===== config.mk =====
export PLATFORM = sky130hd
export DESIGN_NAME = alu_arbiter
export DESIGN_NICKNAME = d
export VERILOG_FILES = /design/src/rtl/alu_pkg.sv /design/src/rtl/rr_arb2.sv /design/src/rtl/alu_arbiter.sv
export SDC_FILE = /design/constraint.sdc
export NUM_CORES = 1
export LEC_CHECK = 0
export ABC_AREA = 0
export CELL_PAD_IN_SITES_DETAIL_PLACEMENT = 1
export CELL_PAD_IN_SITES_GLOBAL_PLACEMENT = 2
export CORE_MARGIN = 3
export CORE_UTILIZATION = 26
export CTS_CLUSTER_SIZE = 40
export DETAILED_ROUTE_END_ITERATION = 8
export PLACE_DENSITY_LB_ADDON = 0.15
export SYNTH_ARGS = -nofsm -noshare
export SYNTH_HDL_FRONTEND = slang
export SYNTH_HIERARCHICAL = 1
export SYNTH_SLANG_ARGS = --single-unit

===== constraint.sdc =====
create_clock -name clk -period 3.4 [get_ports clk]
set_input_delay 0.51 -clock clk [delete_from_list [all_inputs] [get_ports clk]]
set_output_delay 0.51 -clock clk [all_outputs]
set_load 0.02 [all_outputs]

===== src/rtl/alu_pkg.sv =====
// alu_pkg: op codes, flag bit indices and arbiter state shared by the ALU arbiter
package alu_pkg;
  localparam logic [2:0] ALU_AND = 3'b000;
  localparam logic [2:0] ALU_OR  = 3'b001;
  localparam logic [2:0] ALU_ADD = 3'b010;
  localparam logic [2:0] ALU_SUB = 3'b011;
  localparam logic [2:0] ALU_SLT = 3'b111;
  localparam int FLG_LT   = 0;
  localparam int FLG_EQ   = 1;
  localparam int FLG_GT   = 2;
  localparam int FLG_COUT = 3;
  localparam int FLG_OVF  = 4;
  typedef enum logic [1:0] {IDLE, EXEC, RESP} arb_state_t;
  function automatic logic op_legal(input logic [2:0] op);
    return op inside {ALU_AND, ALU_OR, ALU_ADD, ALU_SUB, ALU_SLT};
  endfunction
endpackage


===== src/rtl/rr_arb2.sv =====
// rr_arb2: two-way grant logic; round-robin, or fixed priority to requester 0 when ALU_ARB_FIXED_PRIO_EN is defined
module rr_arb2
  import alu_pkg::*;
(
`ifndef ALU_ARB_FIXED_PRIO_EN
  input  logic       clk,
  input  logic       rst_n,
`endif
  input  logic [1:0] i_req,
  input  logic       i_en,
  output logic [1:0] o_gnt
);
`ifdef ALU_ARB_FIXED_PRIO_EN
  // requester 0 wins every tie
  always_comb o_gnt = !i_en ? 2'b00 : i_req[0] ? 2'b01 : {i_req[1], 1'b0};
`else
  logic r_ptr;
  // r_ptr names the requester that wins a tie; a lone requester always wins
  always_comb o_gnt = i_en ? {i_req[1] & (!i_req[0] | r_ptr), i_req[0] & (!i_req[1] | !r_ptr)} : 2'b00;
  // after a grant to i, priority passes to 1-i
  always_ff @(posedge clk or negedge rst_n)
    if (!rst_n) r_ptr <= 1'b0;
    else if (|o_gnt) r_ptr <= o_gnt[0];
`endif
endmodule


===== src/rtl/alu_arbiter.sv =====
// alu_arbiter: shares one combinational ALU between two requesters (ALU_ARB_FIXED_PRIO_EN selects fixed priority)
module alu_arbiter
  import alu_pkg::*;
#(
  parameter int WIDTH = 16
) (
  input  logic               clk,
  input  logic               rst_n,
  input  logic [1:0]         req_valid,
  output logic [1:0]         req_ready,
  input  logic [2*WIDTH-1:0] req_x,
  input  logic [2*WIDTH-1:0] req_y,
  input  logic [5:0]         req_op,
  output logic [1:0]         rsp_valid,
  input  logic [1:0]         rsp_ready,
  output logic [WIDTH-1:0]   rsp_z,
  output logic [4:0]         rsp_flags,
  output logic               rsp_err,
  output logic [WIDTH-1:0]   alu_x,
  output logic [WIDTH-1:0]   alu_y,
  output logic [2:0]         alu_c,
  input  logic [WIDTH-1:0]   alu_z,
  input  logic               alu_lt,
  input  logic               alu_eq,
  input  logic               alu_gt,
  input  logic               alu_cout,
  input  logic               alu_ovf,
  output logic               busy,
  output logic [15:0]        grant_cnt0,
  output logic [15:0]        grant_cnt1
);
  arb_state_t       r_state;
  logic             r_g;
  logic [1:0]       w_gnt;
  logic             w_gi;
  logic [2:0]       w_op;
  logic [WIDTH-1:0] w_x, w_y;
  logic [4:0]       w_flags;
  rr_arb2 u_arb (
`ifndef ALU_ARB_FIXED_PRIO_EN
    .clk   (clk),
    .rst_n (rst_n),
`endif
    .i_req (req_valid),
    .i_en  (r_state == IDLE && rst_n),
    .o_gnt (w_gnt)
  );
  // winner's operands and the ALU flags gathered into response order
  always_comb begin
    req_ready = w_gnt;
    w_gi = w_gnt[1];
    w_op = w_gi ? req_op[5:3] : req_op[2:0];
    w_x = w_gi ? req_x[2*WIDTH-1:WIDTH] : req_x[WIDTH-1:0];
    w_y = w_gi ? req_y[2*WIDTH-1:WIDTH] : req_y[WIDTH-1:0];
    w_flags = '0;
    w_flags[FLG_LT] = alu_lt;
    w_flags[FLG_EQ] = alu_eq;
    w_flags[FLG_GT] = alu_gt;
    w_flags[FLG_COUT] = alu_cout;
    w_flags[FLG_OVF] = alu_ovf;
  end
  assign busy = r_state != IDLE;
  // IDLE -> EXEC -> RESP -> IDLE; illegal ops skip EXEC and leave the ALU inputs untouched
  always_ff @(posedge clk or negedge rst_n)
    if (!rst_n) begin
      r_state <= IDLE;
      r_g <= 1'b0;
      alu_x <= '0;
      alu_y <= '0;
      alu_c <= '0;
      rsp_valid <= '0;
      rsp_z <= '0;
      rsp_flags <= '0;
      rsp_err <= 1'b0;
    end else begin
      case (r_state)
        IDLE: if (|w_gnt) begin
          r_g <= w_gi;
          if (op_legal(w_op)) begin
            alu_x <= w_x;
            alu_y <= w_y;
            alu_c <= w_op;
            r_state <= EXEC;
          end else begin
            rsp_z <= '0;
            rsp_flags <= '0;
            rsp_err <= 1'b1;
            rsp_valid <= w_gnt;
            r_state <= RESP;
          end
        end
        EXEC: begin
          rsp_z <= alu_z;
          rsp_flags <= w_flags;
          rsp_err <= 1'b0;
          rsp_valid <= r_g ? 2'b10 : 2'b01;
          r_state <= RESP;
        end
        RESP: if (rsp_ready[r_g]) begin
          rsp_valid <= '0;
          r_state <= IDLE;
        end
        default: r_state <= IDLE;
      endcase
    end
  // saturating per-requester accept counters
  always_ff @(posedge clk or negedge rst_n)
    if (!rst_n) begin
      grant_cnt0 <= '0;
      grant_cnt1 <= '0;
    end else begin
      if (w_gnt[0] && ~&grant_cnt0) grant_cnt0 <= grant_cnt0 + 16'd1;
      if (w_gnt[1] && ~&grant_cnt1) grant_cnt1 <= grant_cnt1 + 16'd1;
    end
endmodule


==> impl_results.md <==
* Outcome: finished, final reports clean
* Sink Count at 95
* Post-synth EDFFs at 0
* Antenna violations before repair at 0
* Starting Density at 26.85%
* Total gr overflow at 0
* Ys flop type: dfrtp_1
* Met3 Use GR at 4.054%
* Largest net degree at the start of global routing at 54
* Remaining DRCs at 0
* DP Worst Slack at 0.3624 ns
* FP Rows at 47
* CTS resizes at 0
* Die Width at 137.6 µm
* WP data required at 2.89 ns
* Largest area contributor in the synthesized netlist: dfrtp_1
* Slowest-stage cell, CP: clkdlybuf4s50_1
* Initial DRC count at 119
* Setup_tns at 0 ns
* Post-Synthesis Cells at 409
* H-tree levels at 3
* Seq cells post-synth at 95
* Commonest cells in the synthesized netlist: dfrtp_1 (95), nor2_1 (49), a21oi_1 (41), mux2i_1 (36), a32o_1 (21)
* Routed wire length at 13510 µm
* Final layout net count at 701
* Synth async-reset ratio at 100.0%
* Fmax at 338.6 MHz
* Final core utilization at 41.57%
* Mapped Avg Cell Area at 11.00 µm²
* WL/cell at 16.43 µm
* Startpoint types: flip-flop
* CP startpoint: r_state[0]$_DFFE_PN0P_
* Clock slew at reported path FFs at 0.07 ns
* Slew Limit Fails at 0
* Static leakage at 0.002898 µW
* Non-Filler Cell Area, Final at 6967 µm²
* Post-CTS Hold Buffers at 0
* # diodes at 0
* Fin Hold WS at 0.2644 ns
* ANT nets after route at 0
* Gr usage total at 14.41%
* Syn_nets at 512
* Post-place instance area at 6669 µm²
* Pwr Density at 717.3 nW/µm²
* Worst-path fanout max at 47
* Die area at 18920 µm²
* Worst-Margin Slew at 1.075 ns
* Relative slew slack at 28.08%
* Worst setup EP type: primary output
* Worst skew pair latency at 0.34 ns
* CP Class: reg -> out
* Crit path largest cell delay at 0.68 ns
* Worst path cell trace: inv_1 > ha_1 > and2_1 > nand2_1 > a21oi_4 > buf_12 > clkdlybuf4s50_1
* Io pins at 191
* Crit path time final at 2.954 ns
* First-pass GRT wire length at 21370 µm
* Placer Congestion at 0.7467
* Worst reg2reg startpoint: r_state[0]$_DFFE_PN0P_
* Area growth, synth to finish at 54.80%
* Vias in the first global route at 4184
* Vias per inst at 4.678
* Share of cells above drive strength 1 at 6.811%
* Placeable Area at 16760 µm²
* Max Cap Viol at 0
* Met1 usage at 17.80%
* Gr busiest metal: met2
* CTS tree: yes
* Final Hold Vio Count at 0
* Grt met2 use at 24.43%
* Sequential fraction of the synthesis area at 52.82%
* 1st-pass router iterations at 4
* Post-DP HPWL at 10240 µm
* I/O Buffers at 190
* Vias at 3845
* Most common cell in the netlist: dfrtp_1
* Fin crit share at 86.88%
* Clk_skew at 0.003526 ns
* HP Class: in -> async
* Die span in y at 137.6 µm
* Synth top area share at 52.82%
* Yosys warnings at 6
* Final WS setup at 0.4462 ns
* CTS Buf Count at 9
* Clock Path Buffers at 2
* Post-synth cell types at 47
* Setup Buffers After CTS at 0
* Unrepaired setup endpoints after global routing: false
* Maximum VDD drop at 340.4 µV
* Setup violations, final at 0
* CTS root buf: clkbuf_16
* Arrival @ worst endpoint at 2.44 ns
* Post-Synthesis Cell Area at 4501 µm²
* Area contributors post-synth: dfrtp_1 (53%), mux2i_1 (8.0%), a32o_1 (4.7%)
cells in the final DEF (no fill, tap or decap), types with 2 or more instances in the layout:
| master | instances |
|---|---|
| a21oi_1 | 40 |
| a22o_1 | 2 |
| a32o_1 | 21 |
| and2_1 | 2 |
| and3_1 | 5 |
| and4_1 | 4 |
| and4b_1 | 2 |
| buf_4 | 10 |
| clkbuf_16 | 9 |
| clkdlybuf4s50_1 | 189 |
| clkinvlp_4 | 2 |
| dfrtp_1 | 95 |
| ha_1 | 6 |
| inv_1 | 10 |
| mux2_2 | 5 |
| mux2i_1 | 36 |
| nand2_1 | 16 |
| nand2b_1 | 3 |
| nand3_1 | 14 |
| nand4_1 | 7 |
| nand4_4 | 2 |
| nor2_1 | 49 |
| nor2b_1 | 3 |
| nor3_1 | 11 |
| nor3b_1 | 2 |
| nor4_1 | 3 |
| o21ai_0 | 5 |
| o21ai_1 | 2 |
| xnor2_1 | 7 |
| xor2_1 | 17 |
per-layer routing:
layer  vias up  wire length [µm]  share of wire [%]
met1      1858              5665                 42
met4         0               160                1.2
li1       1856                 -                  -
met5         -                 0                  0
met3        11               944                7.0
met2       120              6734                 50
final cells by class:
cell class                 instances  area (µm²)
multi-input combinational        282        1992
timing repair buffer             200        1987
clock inverter                     5       58.81
tap                              220       275.3
clock buffer                      10       239.0
fill                            1829        9793
sequential                        95        2377
inverter                          10       37.54
flip-flops by register name, indices dropped and copies added (netlist names):
name,cells
r_state,2
rsp_z,16
alu_y,16
grant_cnt0,16
rsp_valid,2
rsp_flags,5
grant_cnt1,16
u_arb/r_ptr,1
alu_c,3
r_g,1
rsp_err,1
alu_x,16
final timing paths:
| path | to | slack, ns | cells after the start |
|---|---|---|---|
| max | req_ready[1] | 0.45 | 7 |
| min | grant_cnt1[8]$_DFFE_PN0P_ | 0.26 | 2 |
| max reg2reg | rsp_z[6]$_DFFE_PN0P_ | 0.52 | 10 |
| min reg2reg | grant_cnt1[11]$_DFFE_PN0P_ | 0.49 | 1 |
| max in group asynchronous | alu_y[0]$_DFFE_PN0P_ | 2.01 | 3 |
| min in group clk | grant_cnt1[11]$_DFFE_PN0P_ | 0.49 | 1 |
metrics by stage:
stage          power (µW)  cells
2_1_floorplan        2905    409
3_3_place_gp         4000    807
3_5_place_dp         4049    807
4_1_cts              5105    822
5_1_grt              5346    822
6_report             4998    822
worst max-delay path, delay by kind of cell (launching register included):
kind	cells	cell delay, ns
buf+inv	3	1.08
flops	1	0.40
simple gates	2	0.27
fa+ha+maj	1	0.20
compound gates	1	0.15
kinds of logic (layout without fill, tap and decap cells):
group	count (synthesis)	count (layout)	share of synthesized area, %
AND/OR/NAND/NOR	129	129	15.32
flip-flops	95	95	52.82
AO/OA/AOI/OAI	81	81	12.84
multiplexers	42	42	9.508
buffers and inverters	32	225	3.169
XOR/XNOR	24	24	4.671
adder cells (fa/ha/maj)	6	6	1.668
power breakdown:
group          total (µW)  internal [µW]  switching [µW]
Clock                1010            586             424
Combinational        2230           1070            1160
Sequential           1750           1500             258
Total                5000           3150            1840
Power figures use the tool's default switching activity.
